`src/rtl/m68k_bus_arbiter_pkg.sv`:
```
// Shared encodings and defaults for the 68000 bus arbiter.
package m68k_bus_arbiter_pkg;

  localparam logic [2:0] ST_IDLE     = 3'd0;
  localparam logic [2:0] ST_WAIT_END = 3'd1;
  localparam logic [2:0] ST_GRANT    = 3'd2;
  localparam logic [2:0] ST_DMA      = 3'd3;
  localparam logic [2:0] ST_RELEASE  = 3'd4;

  localparam int DEF_GRANT_TIMEOUT = 16;
  localparam int DEF_REARB_GAP     = 2;

  // One counter width serves both the grant timeout and the re-arbitration gap.
  function automatic int cnt_bits(input int a, input int b);
    int m;
    m = (a > b) ? a : b;
    return $clog2(m + 1);
  endfunction

endpackage

```
`src/rtl/m68k_bus_arbiter_edge_sync.sv`:
```
// N-stage synchroniser with rise/fall pulses; sync_reg[0] is the newest sample.
module c7m_edge_sync #(
  parameter int   STAGES = 2,
  parameter logic INIT   = 1'b1
) (
  input  logic clk,
  input  logic srst,
  input  logic d,
  output logic q,
  output logic rise,
  output logic fall
);

  logic [STAGES-1:0] sync_reg;

  always_ff @(posedge clk) begin
    if (srst) sync_reg <= {STAGES{INIT}};
    else      sync_reg <= {sync_reg[STAGES-2:0], d};
  end

  assign q    = sync_reg[STAGES-1];
  assign fall = sync_reg[STAGES-1] & ~sync_reg[STAGES-2];
  assign rise = ~sync_reg[STAGES-1] & sync_reg[STAGES-2];

endmodule

```
`src/rtl/m68k_bus_arbiter.sv`:
```
// Three-wire 68000 bus arbitration between the Pi sequencer (default master)
// and external DMA masters, stepped on synchronised c7m falling edges.
module m68k_bus_arbiter
  import m68k_bus_arbiter_pkg::*;
#(
  parameter int GRANT_TIMEOUT = DEF_GRANT_TIMEOUT,
  parameter int REARB_GAP     = DEF_REARB_GAP,
  parameter int CNT_W         = 8
) (
  input  logic             c200m,
  input  logic             reset_out,
  input  logic             M68K_CLK,
  input  logic             M68K_BR_n,
  input  logic             M68K_BGACK_n,
  input  logic             txn_active,
  input  logic             op_req,
  input  logic             clr_timeout,
  output logic             M68K_BG_n,
  output logic             pi_hold,
  output logic             dma_active,
  output logic             timeout_sticky,
  output logic [CNT_W-1:0] grant_count
);

  localparam int TW = cnt_bits(GRANT_TIMEOUT, REARB_GAP);
  localparam logic [TW-1:0]    TMO_LAST = TW'(GRANT_TIMEOUT - 1);
  localparam logic [TW-1:0]    GAP_LOAD = TW'(REARB_GAP);
  localparam logic [TW-1:0]    ONE      = TW'(1);
  localparam logic [CNT_W-1:0] CNT_MAX  = '1;

  logic c7m_fall, br_s, bgack_s;
  logic clk_q, clk_rise, br_rise, br_fall, bgack_rise, bgack_fall;
  logic unused_edges;

  c7m_edge_sync #(.STAGES(3), .INIT(1'b0)) u_clk_sync (
    .clk(c200m), .srst(reset_out), .d(M68K_CLK),
    .q(clk_q), .rise(clk_rise), .fall(c7m_fall)
  );
  c7m_edge_sync #(.STAGES(2), .INIT(1'b1)) u_br_sync (
    .clk(c200m), .srst(reset_out), .d(M68K_BR_n),
    .q(br_s), .rise(br_rise), .fall(br_fall)
  );
  c7m_edge_sync #(.STAGES(2), .INIT(1'b1)) u_bgack_sync (
    .clk(c200m), .srst(reset_out), .d(M68K_BGACK_n),
    .q(bgack_s), .rise(bgack_rise), .fall(bgack_fall)
  );

  // op_req is gated by pi_hold inside the sequencer, not here.
  assign unused_edges = &{1'b0, clk_q, clk_rise, br_rise, br_fall, bgack_rise, bgack_fall, op_req};

  logic [2:0]       state_reg, state_next;
  logic             bg_n_reg, bg_n_next;
  logic             pi_hold_reg, pi_hold_next;
  logic             dma_reg, dma_next;
  logic             timeout_reg, timeout_next;
  logic [CNT_W-1:0] grant_count_reg, grant_count_next;
  logic [TW-1:0]    tmo_reg, tmo_next;
  logic [TW-1:0]    gap_reg, gap_next;
  logic             tmo_set;

  always_comb begin
    state_next       = state_reg;
    bg_n_next        = bg_n_reg;
    pi_hold_next     = pi_hold_reg;
    dma_next         = dma_reg;
    grant_count_next = grant_count_reg;
    tmo_next         = tmo_reg;
    gap_next         = gap_reg;
    tmo_set          = 1'b0;
    if (c7m_fall) begin
      case (state_reg)
        ST_IDLE: begin
          if (!br_s) begin
            state_next   = ST_WAIT_END;
            pi_hold_next = 1'b1;
          end
        end
        ST_WAIT_END: begin
          if (br_s) begin
            state_next   = ST_IDLE;
            pi_hold_next = 1'b0;
          end else if (!txn_active) begin
            state_next = ST_GRANT;
            bg_n_next  = 1'b0;
            tmo_next   = '0;
            if (grant_count_reg != CNT_MAX) grant_count_next = grant_count_reg + 1'b1;
          end
        end
        ST_GRANT: begin
          // BGACK beats withdrawal, withdrawal beats timeout.
          if (!bgack_s) begin
            state_next = ST_DMA;
            bg_n_next  = 1'b1;
            dma_next   = 1'b1;
          end else if (br_s || tmo_reg == TMO_LAST) begin
            state_next   = ST_IDLE;
            bg_n_next    = 1'b1;
            pi_hold_next = 1'b0;
            tmo_set      = !br_s;
          end else begin
            tmo_next = tmo_reg + ONE;
          end
        end
        ST_DMA: begin
          if (bgack_s) begin
            state_next = ST_RELEASE;
            dma_next   = 1'b0;
            gap_next   = GAP_LOAD;
          end
        end
        ST_RELEASE: begin
          if (gap_reg <= ONE) begin
            // A request pending at gap expiry skips IDLE; pi_hold stays high.
            if (!br_s) begin
              state_next = ST_WAIT_END;
            end else begin
              state_next   = ST_IDLE;
              pi_hold_next = 1'b0;
            end
          end else begin
            gap_next = gap_reg - ONE;
          end
        end
        default: begin
          state_next   = ST_IDLE;
          bg_n_next    = 1'b1;
          pi_hold_next = 1'b0;
          dma_next     = 1'b0;
        end
      endcase
    end
    timeout_next = tmo_set ? 1'b1 : (clr_timeout ? 1'b0 : timeout_reg);
  end

  always_ff @(posedge c200m) begin
    if (reset_out) begin
      state_reg       <= ST_IDLE;
      bg_n_reg        <= 1'b1;
      pi_hold_reg     <= 1'b0;
      dma_reg         <= 1'b0;
      timeout_reg     <= 1'b0;
      grant_count_reg <= '0;
      tmo_reg         <= '0;
      gap_reg         <= '0;
    end else begin
      state_reg       <= state_next;
      bg_n_reg        <= bg_n_next;
      pi_hold_reg     <= pi_hold_next;
      dma_reg         <= dma_next;
      timeout_reg     <= timeout_next;
      grant_count_reg <= grant_count_next;
      tmo_reg         <= tmo_next;
      gap_reg         <= gap_next;
    end
  end

  assign M68K_BG_n      = bg_n_reg;
  assign pi_hold        = pi_hold_reg;
  assign dma_active     = dma_reg;
  assign timeout_sticky = timeout_reg;
  assign grant_count    = grant_count_reg;

endmodule

```
`config.mk`:
```
export PLATFORM = sky130hd
export DESIGN_NAME = m68k_bus_arbiter
export DESIGN_NICKNAME = d
export VERILOG_FILES = /design/src/rtl/m68k_bus_arbiter_pkg.sv /design/src/rtl/m68k_bus_arbiter_edge_sync.sv /design/src/rtl/m68k_bus_arbiter.sv
export SDC_FILE = /design/constraint.sdc
export NUM_CORES = 1
export LEC_CHECK = 0
export BUFFER_PORTS_ARGS = -buffer_cell sky130_fd_sc_hd__buf_2
export CAP_MARGIN = 10
export CORE_AREA = 3 3 64 66
export CTS_CLUSTER_SIZE = 12
export DETAILED_ROUTE_END_ITERATION = 7
export DIE_AREA = 0 0 67 69
export MAX_ROUTING_LAYER = met4
export PLACE_DENSITY = 0.69
export REMOVE_ABC_BUFFERS = 1
export SLEW_MARGIN = 20
export SYNTH_ARGS = -nofsm -noshare
export SYNTH_HDL_FRONTEND = slang
export SYNTH_HIERARCHICAL = 1
export SYNTH_SLANG_ARGS = --single-unit
```
`constraint.sdc`:
```
create_clock -name c200m -period 2.8 [get_ports c200m]
set_input_delay 0.42 -clock c200m [delete_from_list [all_inputs] [get_ports c200m]]
set_output_delay 0.42 -clock c200m [all_outputs]
set_load 0.01 [all_outputs]
```
# Word level (Yosys, flattened, before mapping)
# Cells that the tools add are included.
[classes] addsub=3 n_lt_le_gt_ge=1 n_eq_ne=18 muxes=37 n_bitwise=7 reduce_logical=15
[op_table] cell="2-to-1 mux 5 bit" n=6
[op_table] cell="2-to-1 mux 3 bit" n=7
[op_table] cell="one-hot mux 5 bit (2 select lines)" n=2
[op_table] cell="2-to-1 mux 1 bit" n=18
[op_table] cell="AND reduction 6 bit" n=3
[op_table] cell="inequality test 2 bit, second input constant" n=8
[op_table] cell="one-hot mux 3 bit (5 select lines)" n=1
[op_table] cell="AND reduction 5 bit" n=2
[op_table] cell="adder 8 x 1 -> 8 bit, second input constant" n=1
[op_table] cell="inequality test 8 bit, second input constant" n=1
[op_table] cell="AND reduction 4 bit" n=2
[op_table] cell="== test 3 x 2 -> 1 bit, second input constant" n=2
[op_table] cell="NOT 1 bit" n=6
[op_table] cell="one-hot mux 1 bit (3 select lines)" n=2
[op_table] cell="nonzero test 2 bit" n=3
[op_table] cell="OR reduction 3 bit" n=2
[op_table] cell="adder 5 x 1 -> 5 bit, second input constant" n=1
[op_table] cell="== test 5 x 4 -> 1 bit, second input constant" n=1
[op_table] cell="<= comparator 5 x 1 -> 1 bit, second input constant" n=1
[op_table] cell="one-hot mux 1 bit (5 select lines)" n=1
[op_table] cell="subtractor 5 x 1 -> 5 bit, second input constant" n=1
[op_table] cell="inequality test 2 x 1 -> 1 bit, second input constant" n=2
[op_table] cell="== test 3 x 1 -> 1 bit, second input constant" n=1
[op_table] cell="== test 3 bit, second input constant" n=1
[op_table] cell="6 further kinds" n=6
[totals] register_bits=32 inputBits=8 out_inout_bits=12 wordCells=92

# Depth between registers and ports, before layout
[logic_depth] depth_word=7 ltp_mapped=7 depth_no_buf=7

# Hierarchy
# The synthesis kept the hierarchy.
[by_module_without_submodules] mod="m68k_bus_arbiter" n_inst=1 cells_each=176 area_each_um2=1492.7 seq_area_each_um2=500.5
[by_module_without_submodules] mod="c7m_edge_sync (u_bgack_sync ...)" n_inst=2 cells_each=6 area_each_um2=66.3 seq_area_each_um2=40.0
[by_module_without_submodules] mod="c7m_edge_sync (u_clk_sync)" n_inst=1 cells_each=8 area_each_um2=91.3 seq_area_each_um2=60.1

# Worst setup path before layout
# Ideal clock, no wire load.
[synth_timing] path_type="flip-flop to flip-flop" from="register tmo_reg[0]" to="register state_reg[1]" setup_time_ps=121 arrival_ps=1904 t_required_ps=2679 setup_slack_ps=774 stages_incl_launch_ff=8 cell_sequence="dfxtp_1 > ha_1 > and3_1 > ha_1 > or4b_1 > o21ai_1 > a2111oi_4 > mux2_4"
[synth_between] elab_chain_cells=4
[synth_rtl] element="from (decl)" line_no="m68k_bus_arbiter.sv:57" source="logic [TW-1:0] tmo_reg, tmo_next;"
[synth_rtl] element="from (signal assigned)" line_no="m68k_bus_arbiter.sv:152" source="tmo_reg <= tmo_next;"
[synth_rtl] element="== test 5 x 4 -> 1 bit" line_no="m68k_bus_arbiter.sv:95" source="end else if (br_s || tmo_reg == TMO_LAST) begin"
[synth_rtl] element="logical OR 1 bit" line_no="m68k_bus_arbiter.sv:95"
[synth_rtl] element="inequality test 3 bit (no source line)"
[synth_rtl] element="AND reduction 6 bit (no source line)"
[synth_rtl] element="to (signal assigned)" line_no="m68k_bus_arbiter.sv:146" source="state_reg <= state_next;"
[synth_rtl] element="to (decl)" line_no="m68k_bus_arbiter.sv:51" source="logic [2:0] state_reg, state_next;"
# Every way passes these cells.
# A chain may end at the register's enable or synchronous reset.

# Final worst setup path
# Same ends and word-level chain as after synthesis.

==> results.yml <==
run_status:
  outcome: "completed"
critical_path:
  critPathMaxStageDelay_ns: 0.51
  cp_top_family: "simple AND/OR/NAND/NOR gates"
  worst_r2r_path_depth: 7
  path_common_cell: "ha_1"
  worstSetupStartpointType: "flop"
  timing.critical_path.buf_inv: 0
  r2r-end: "state_reg[1]"
  critPathSlowestCell: "or4b_1"
  endpoint: "state_reg[1]"
  timing.rr.start: "tmo_reg[0]"
  ff2ff_setup_slack_ns: 0.67
  crit_type: "reg -> reg"
  critPathMaxFanout: 4
  required_ns: 2.98
  critical_path_depth: 7
  worstPathArrival_ns: 2.31
  crit_chain: "ha_1 -> and3_1 -> ha_1 -> or4b_1 -> o21ai_1 -> a2111oi_4 -> mux2_4"
  end_kind: "flop"
  setup.worst_path.start: "tmo_reg[0]"
drt:
  dr.pass1.iters: 4
  num_vias: 1379
  viasPerCell: 5.366
  drc_errors: 0
  wl_met3_microns: 134
  drtIter0Drc: 94
  top_layer_used: "met4"
  wirelength_microns: 3128
  wl_met1_microns: 1529
  ant_nets: 0
  avgRoutedWirePerCell_microns: 12.17
  wl_met2_microns: 1416
power:
  swShare: 0.2277
  max-vdd-ir-drop_v: 0.0004008
  combPwrFrac: 0.033
  p_leak_nw: 0.7353
  power_density_nw_per_um2: 457.5
  power_switching_mw: 0.1975
  internal_power_mw: 0.6702
  clockPowerShare: 0.432
  seqPwrFrac: 0.535
clock_tree:
  htreeDepth: 2
  cts_hold_buf: 0
  cts_buffer_depth: 2
  post_cts_resized: 0
  clock-sinks: 32
  cts_setup_buffers: 0
  cts.clk_slew.worst_paths_ns: 0.07
  clk_latency_ns: 0.29
  root_buffer: "clkbuf_8"
  cts_tree: "yes"
  cts_buffers: 5
global_routing:
  overflow: 0
  grt_pass1_wl_microns: 5340
  antenna_found_initial: 0
  grt_util_all_layers: 0.1487
  grt_pass1_vias: 1272
  grt_max_degree: 30
timing:
  fin_setup_tns_ns: 0
  finalSetupViolations: 0
  period_share: 0.7604
  drv_slew: 0
  worstMarginPinSlew_ns: 0.5538
  slew_headroom: 0.6303
  rsz0062_at_grt: "false"
  period_needed_ns: 2.129
  fmax_mhz: 469.7
  finalHoldViolations: 0
  clock_skew_ns: 0.01025
layout:
  finalNetCount: 221
  num-fill-cells: 377
  syn_to_final_growth_pct: 12.71
  finalNonFillerCells: 257
  drive_gt1_frac: 0.1722
  largest_reg_flops: 8
  antennaDiodeCount: 0
place:
  dp_cells: 249
  dp_hpwl_microns: 2163
  port-buffer-count: 18
  place_congestion: 0.7588
floorplanning:
  io_pins: 20
  die_h_microns: 69
  start_util: 0.4632
  die-area_sq_um: 4623
  rows: 22
  coreArea_sq_um: 3633
  die_w_microns: 67
logic_synthesis:
  avgSynthCellArea_sq_um: 8.811
  ys_warn_count: 6
  synth_area_sq_um: 1683
  syn_inst: 191
flow_run:
  drv_cap: 0
min_path:
  hold_class: "in -> reg"
## worst min path at each step
stage / from / to / slack, ns / depth (start not counted)
finish: M68K_BGACK_n / u_bgack_sync/sync_reg[0] / 0.32 / 2
global route: M68K_BR_n / u_br_sync/sync_reg[0] / 0.32 / 2
CTS: M68K_BGACK_n / u_bgack_sync/sync_reg[0] / 0.31 / 2
detailed placement: u_br_sync/sync_reg[0] / u_br_sync/sync_reg[1] / 0.40 / 1
global placement: u_bgack_sync/sync_reg[0] / u_bgack_sync/sync_reg[1] / 0.39 / 1
floorplan: u_bgack_sync/sync_reg[0] / u_bgack_sync/sync_reg[1] / 0.39 / 1
## routing by layer
layer	vias to the layer above	track usage
met5	-	-
met4	0	0.04730
met3	6	0.04397
met2	24	0.2183
met1	637	0.1948
li1	712	-
## area by class of cell
cell class,count,area [sq um],area share
clock buffers,6,82.58,0.04354
clock inverters,2,15.01,0.007916
inverters,8,30.03,0.01583
multi-input cells,141,963.4,0.5079
flip-flops and latches,32,640.6,0.3377
well taps,48,60.06,0.03166
repair buffers,20,105.1,0.05541
## per-stage QoR
step           utilization  setup slack (ns)  hold slack, ns  power, mW  area, sq um
3_3_place_gp        0.4952            0.6925          0.3924     0.5031         1799
4_1_cts             0.5220            0.6671          0.3058     0.8804         1897
5_1_grt             0.5220            0.5499          0.3157     0.9026         1897
3_5_place_dp        0.4952            0.6719          0.3962     0.5034         1799
2_1_floorplan            -            0.7744          0.3854     0.4885         1634
6_report            0.5220            0.6709          0.3157     0.8677         1897
## placed cells by master (no fill, tap or decap), types with 6 or more instances in the layout
master     n
nor2_1    18
nand2_1   11
a21oi_1   18
nor2b_1    7
inv_1      8
buf_2     18
nand2b_1   6
clkbuf_8   6
dfxtp_1   32
mux2i_1    6
## power by group through the flow
stage	logic (mW)	registers (mW)	clock network [mW]
2_1_floorplan	0.0154	0.473	0
3_5_place_dp	0.0292	0.474	0
5_1_grt	0.0328	0.464	0.406
4_1_cts	0.0293	0.464	0.387
3_3_place_gp	0.0289	0.474	0
6_report	0.0288	0.464	0.375
Note: power is estimated with default switching activity, not from simulation.
